==> src/rtl/rco_capture_pkg.sv <==
// Shared constants for the rco capture block: entry layout and drop counter limits.
package rco_capture_pkg;

    localparam int unsigned SEQ_W    = 2;
    localparam int unsigned MODO_W   = 2;
    localparam int unsigned TAG_W    = SEQ_W + MODO_W;
    localparam int unsigned DROP_W   = 4;
    localparam logic [DROP_W-1:0] DROP_MAX = 4'd15;

    // Entry layout, LSB first: Q, then modo, then seq.
    localparam int unsigned Q_OFF = 0;

    function automatic int unsigned entry_w(input int unsigned qw);
        return qw + TAG_W;
    endfunction

    function automatic int unsigned modo_off(input int unsigned qw);
        return qw;
    endfunction

    function automatic int unsigned seq_off(input int unsigned qw);
        return qw + MODO_W;
    endfunction

endpackage

==> src/rtl/capture_fifo.sv <==
// Synchronous FIFO holding captured entries; head is presented combinationally, zero when empty.
module capture_fifo #(
    parameter int unsigned DEPTH = 4,
    parameter int unsigned W     = 8
) (
    input  logic                       clk,
    input  logic                       reset_L,
    input  logic                       flush,
    input  logic                       push,
    input  logic                       pop,
    input  logic [W-1:0]               wdata,
    output logic [W-1:0]               rdata,
    output logic                       full,
    output logic                       empty,
    output logic [$clog2(DEPTH):0]     level
);

    localparam int unsigned AW = $clog2(DEPTH);
    localparam int unsigned LW = AW + 1;
    localparam logic [LW-1:0] FULL_LVL = LW'(DEPTH);

    logic [W-1:0]  mem_q [DEPTH];
    logic [AW-1:0] wr_ptr_q, wr_ptr_d;
    logic [AW-1:0] rd_ptr_q, rd_ptr_d;
    logic [LW-1:0] level_q, level_d;
    logic          push_ok;
    logic          pop_ok;

    assign empty   = (level_q == '0);
    assign full    = (level_q == FULL_LVL);
    assign level   = level_q;
    assign pop_ok  = pop && !empty;
    // A pop frees the slot this cycle, so a push into a full FIFO is fine when paired with a pop.
    assign push_ok = push && (!full || pop_ok);
    assign rdata   = empty ? '0 : mem_q[rd_ptr_q];

    // Next pointer and level values; flush wins over any push/pop.
    always_comb begin
        wr_ptr_d = wr_ptr_q;
        rd_ptr_d = rd_ptr_q;
        level_d  = level_q;
        if (flush) begin
            wr_ptr_d = '0;
            rd_ptr_d = '0;
            level_d  = '0;
        end else begin
            if (push_ok) wr_ptr_d = wr_ptr_q + 1'b1;
            if (pop_ok)  rd_ptr_d = rd_ptr_q + 1'b1;
            case ({push_ok, pop_ok})
                2'b10:   level_d = level_q + 1'b1;
                2'b01:   level_d = level_q - 1'b1;
                default: level_d = level_q;
            endcase
        end
    end

    // Pointer and level registers.
    always_ff @(posedge clk or negedge reset_L) begin
        if (!reset_L) begin
            wr_ptr_q <= '0;
            rd_ptr_q <= '0;
            level_q  <= '0;
        end else begin
            wr_ptr_q <= wr_ptr_d;
            rd_ptr_q <= rd_ptr_d;
            level_q  <= level_d;
        end
    end

    // Storage write; contents are only observable through level, so no reset.
    always_ff @(posedge clk) begin
        if (push_ok && !flush) mem_q[wr_ptr_q] <= wdata;
    end

endmodule

==> src/rtl/rco_capture.sv <==
// Captures {seq, modo, Q} on each rising edge of rco into a small FIFO, tracking drops.
module rco_capture
    import rco_capture_pkg::*;
#(
    parameter int unsigned DEPTH = 4,
    parameter int unsigned QW    = 4
) (
    input  logic                       clk,
    input  logic                       reset_L,
    input  logic [QW-1:0]              Q,
    input  logic                       rco,
    input  logic [1:0]                 modo,
    input  logic                       capture_en,
    input  logic                       clear,
    input  logic                       out_ready,
    output logic                       out_valid,
    output logic [QW+3:0]              out_data,
    output logic [$clog2(DEPTH):0]     level,
    output logic                       overflow,
    output logic [3:0]                 drop_cnt
);

    localparam int unsigned EW      = entry_w(QW);
    localparam int unsigned MODO_LO = modo_off(QW);
    localparam int unsigned SEQ_LO  = seq_off(QW);

    logic              rco_q;
    logic [SEQ_W-1:0]  seq_q, seq_d;
    logic              overflow_q, overflow_d;
    logic [DROP_W-1:0] drop_cnt_q, drop_cnt_d;
    logic              rco_event;
    logic              cap_event;
    logic              pop;
    logic              accept;
    logic              drop;
    logic              fifo_full;
    logic              fifo_empty;
    logic [EW-1:0]     wdata;

    assign rco_event = rco && !rco_q;
    assign cap_event = rco_event && capture_en && !clear;
    assign out_valid = !fifo_empty;
    assign pop       = out_valid && out_ready;
    assign accept    = cap_event && (!fifo_full || pop);
    assign drop      = cap_event && fifo_full && !pop;
    assign overflow  = overflow_q;
    assign drop_cnt  = drop_cnt_q;

    // Assemble the entry from the current-cycle sample.
    always_comb begin
        wdata = '0;
        wdata[Q_OFF   +: QW]     = Q;
        wdata[MODO_LO +: MODO_W] = modo;
        wdata[SEQ_LO  +: SEQ_W]  = seq_q;
    end

    // Previous rco; resets high so an rco already high at release is not an edge.
    always_ff @(posedge clk or negedge reset_L) begin
        if (!reset_L) rco_q <= 1'b1;
        else          rco_q <= rco;
    end

    // Sequence tag, sticky overflow and saturating drop counter next state.
    always_comb begin
        seq_d      = seq_q;
        overflow_d = overflow_q;
        drop_cnt_d = drop_cnt_q;
        if (clear) begin
            seq_d      = '0;
            overflow_d = 1'b0;
            drop_cnt_d = '0;
        end else begin
            if (accept) seq_d = seq_q + 1'b1;
            if (drop) begin
                overflow_d = 1'b1;
                if (drop_cnt_q != DROP_MAX) drop_cnt_d = drop_cnt_q + 1'b1;
            end
        end
    end

    // Status registers.
    always_ff @(posedge clk or negedge reset_L) begin
        if (!reset_L) begin
            seq_q      <= '0;
            overflow_q <= 1'b0;
            drop_cnt_q <= '0;
        end else begin
            seq_q      <= seq_d;
            overflow_q <= overflow_d;
            drop_cnt_q <= drop_cnt_d;
        end
    end

    capture_fifo #(
        .DEPTH (DEPTH),
        .W     (EW)
    ) u_fifo (
        .clk     (clk),
        .reset_L (reset_L),
        .flush   (clear),
        .push    (cap_event),
        .pop     (pop),
        .wdata   (wdata),
        .rdata   (out_data),
        .full    (fifo_full),
        .empty   (fifo_empty),
        .level   (level)
    );

endmodule

==> config.mk <==
export PLATFORM = sky130hd
export DESIGN_NAME = rco_capture
export DESIGN_NICKNAME = d
export VERILOG_FILES = /design/src/rtl/rco_capture_pkg.sv /design/src/rtl/capture_fifo.sv /design/src/rtl/rco_capture.sv
export SDC_FILE = /design/constraint.sdc
export NUM_CORES = 1
export LEC_CHECK = 0
export ABC_CLOCK_PERIOD_IN_PS = 3110
export CAP_MARGIN = 10
export CORE_MARGIN = 2
export CORE_UTILIZATION = 25
export DETAILED_ROUTE_END_ITERATION = 12
export GPL_TIMING_DRIVEN = 1
export SYNTH_ARGS = -nofsm -noshare
export SYNTH_HDL_FRONTEND = slang
export SYNTH_SLANG_ARGS = --single-unit
export TNS_END_PERCENT = 1
==> constraint.sdc <==
create_clock -name clk -period 3.11 [get_ports clk]
set_clock_uncertainty 0.1 [all_clocks]
set_input_delay 0.4665 -clock clk [delete_from_list [all_inputs] [get_ports clk]]
set_output_delay 0.4665 -clock clk [all_outputs]
set_load 0.01 [all_outputs]
==> summary.md <==
| Metric | Value |
|---|---|
| Global-route wire length before repair | 6.19 mm |
| Slew HR | 52.9% |
| Final critical delay including setup and external delays | 2.79 ns |
| Routed vias/inst | 4.40 |
| Number of buffers inserted during clock tree synthesis | 5 |
| Maximum clock frequency | 359 MHz |
| Count of input and output buffers | 28 |
| Fraction of final layout cells sized beyond drive strength 1 | 16.3% |
| Net count reported at finish | 189 |
| Syn. warnings | 0 |
| Skew-Pair Late Insertion Delay | 0.29 ns |
| Number of global-route vias before repair | 1,266 |
| Total negative slack for setup checks | 0 ns |
| Chip Width | 95.6 microns |
| Total I/O pin count | 29 |
| DIE AREA | 0.00915 sq mm |
| Number of sinks handled by clock tree synthesis | 47 |
| Endpoint class of the critical path | output port |
| Required time reported for the critical path endpoint | 2.54 ns |
| Row count | 33 |
| CTS Buffer Depth | 2 |
| Average routed wire per standard cell | 13.3 microns |
| Total number of vias | 1,220 |
| RSZ-0062 raised after global routing | no |
| H-tree Lvls | 2 |
| Die Ht | 95.6 microns |
| Placer congestion estimate | 0.762 |
| Antenna violation net count after detailed routing | 0 |
| Setup CP Type | flop to output port |
| Hold Fails Final Rpt | 0 |
| Final worst hold slack | 0.430 ns |
| Number of nets produced by synthesis | 155 |
| Library cells used by synthesis | 38 |
| Hold-fix buffers, CTS | 0 |
| Post-synthesis sequential area ratio | 63.7% |
| First-iteration detailed-routing DRC count | 165 |
| Area delta synth->final | 25.1% |
| Mean instance size in the synthesized netlist | 15.3 sq um |
| Clock transition at the registers of the reported paths | 0.09 ns |
| Detailed Routing Iterations Pass 1 | 4 |
| Post-DP HPWL | 2.51 mm |
| Synthesized flop and latch total | 47 |
| Worst hold path class | flop to flop |
| Maximum number of pins on one net before global-route repair | 16 |
| Outcome | finished clean |
| Number of slew-limit violations in the final report | 0 |
| Area inside the core boundary | 0.00818 sq mm |
| Overall global routing resource usage | 8.93% |
| Arrival time reported for the critical path endpoint | 2.22 ns |
| Top fanout value on the critical path | 9 |
| Part of the cycle the worst path needs | 89.6% |
| Final routed DRC violation total | 0 |
| Remaining global-route overflow | 0 |
| Largest vdd supply drop | 165 uV |
| Areal power density over the cells | 498 mW/mm^2 |
| Fin util | 32.1% |
| Number of buffers added for setup after CTS | 0 |
| Clock tree from TritonCTS | built |
| Max capacitance violation total | 0 |
| Synthesized area | 0.00210 sq mm |
| Count of instances resized after the clock tree is built | 0 |
| Slew at the pin closest to its max-slew limit | 0.705 ns |
| CTS Root Cell | sky130_fd_sc_hd__clkbuf_8 |
| Routed wire length | 3.69 mm |
| Final Setup Violations | 0 |
| Number of antenna violations at the first check in global routing | 0 |
| Leak pwr | 0.950 nW |
| Number of antenna repair diodes | 0 |
| Total power consumption of the routed design | 1.31 mW |
| Crit path launch type | flop |
| Initial standard-cell utilization of the core | 25.7% |
| Gate Count Post-Synth | 137 |
[area by class of cell]
class                           instances  area (sq um)
Multi-Input combinational cell         81           716
Timing Repair Buffer                   33           318
Clock buffer                            5          68.8
Tap cell                              105           131
Inverter                                3          11.3
Fill cell                             809          5550
Clock inverter                          3          43.8
Sequential cell                        47          1340
[final timing paths]
check	start	endpoint	slack, ns	cells past startpoint
setup / recovery	u_fifo.rd_ptr_q[0]	out_data[7]	0.32	3
hold / removal	overflow	overflow	0.43	2
setup reg to reg	u_fifo.level[1]	u_fifo.level[2]	0.50	6
hold reg to reg	overflow	overflow	0.43	2
max in group asynchronous	reset_L	u_fifo.wr_ptr_q[0]	1.98	1
min in group asynchronous	reset_L	drop_cnt[3]	0.49	1
[Yosys cell counts, drive strengths merged]
master	count	area share (%)
inv	3	0.54
dfrtp	14	17
and4bb	1	0.60
o211ai	1	0.36
clkbuf	2	0.36
nor3	2	0.48
nor2	9	1.6
nand3	7	1.7
ha	5	3.0
nand2b	1	0.30
nor4b	1	1.1
mux4	8	8.6
nor2b	1	0.30
nand2	3	0.54
mux2i	1	0.48
a21oi	5	1.2
o31ai	1	0.36
nand3b	1	0.36
nor4bb	1	1.2
xor2	3	1.3
nand4	1	0.30
nand4bb	1	0.54
o21ai	4	0.95
edfxtp	32	46
mux2	2	1.1
buf	4	1.3
a21o	2	0.71
or3	2	0.60
dfstp	1	1.3
and2	8	2.4
fa	1	0.95
or4b	2	1.1
a31oi	3	0.89
and3	4	1.2
[per-stage QoR]
step / instance area, sq um / setup slack [ns] / cells
after floorplan: 2100 / 0.635 / 137
after global placement: 2510 / 0.316 / 269
after detailed placement: 2510 / 0.258 / 269
after CTS: 2630 / 0.274 / 277
after global routing: 2630 / 0.188 / 277
final: 2630 / 0.325 / 277
[worst max-delay path, stage by stage, from the launching register on]
cell and delay (ns):
sky130_fd_sc_hd__dfrtp_1 0.71, sky130_fd_sc_hd__mux4_2 0.57, sky130_fd_sc_hd__and2_1 0.17, sky130_fd_sc_hd__clkdlybuf4s50_1 0.47
[per-layer routing]
metal / share of wire, % / GRT usage (%) / wire length (microns) / vias up
met2: 50 / 14.9 / 1840 / 21
met5: 0 / 0 / 0 / -
li1: - / - / - / 590
met3: 3.7 / 2.37 / 137 / 6
met1: 45 / 10.9 / 1640 / 603
met4: 1.8 / 3.57 / 65 / 0
[placed cells by master, fill, tap and decap left out, drive strengths merged, types with 2 or more instances in the layout]
| master | n |
|---|---|
| inv | 3 |
| edfxtp | 32 |
| nor3 | 2 |
| or3 | 2 |
| buf | 5 |
| ha | 5 |
| dfrtp | 14 |
| mux4 | 8 |
| nand3 | 7 |
| xor2 | 3 |
| mux2 | 2 |
| a21o | 2 |
| or4b | 2 |
| clkinv | 2 |
| a31oi | 3 |
| nor2 | 9 |
| and3 | 4 |
| o21ai | 4 |
| a21oi | 5 |
| and2 | 8 |
| clkdlybuf4s50 | 28 |
| nand2 | 3 |
| clkbuf | 5 |
[cells by family after synthesis]
group           count (synthesis)  synth area share [%]
compound gates                 16                  4.47
flops                          47                  63.7
xor+xnor                        3                  1.25
fa+ha+maj                       6                  3.93
simple gates                   45                  14.3
buf+inv                         9                  2.20
mux                            11                  10.1
[where the power goes]
group          total, mW  switching, mW  internal [mW]  leakage (nW)
registers          0.697         0.0181          0.679         0.494
clock network      0.440          0.201          0.239        0.0581
logic              0.171         0.0724         0.0989         0.398
total               1.31          0.292           1.02         0.950
[flip-flops by register name, indices dropped and copies added (netlist names)]
name / cells
u_fifo.mem_q: 32
drop_cnt: 4
u_fifo.level: 3
seq_q: 2
u_fifo.rd_ptr_q: 2
u_fifo.wr_ptr_q: 2
overflow: 1
rco_q: 1
Note: power is estimated with default switching activity, not from simulation.
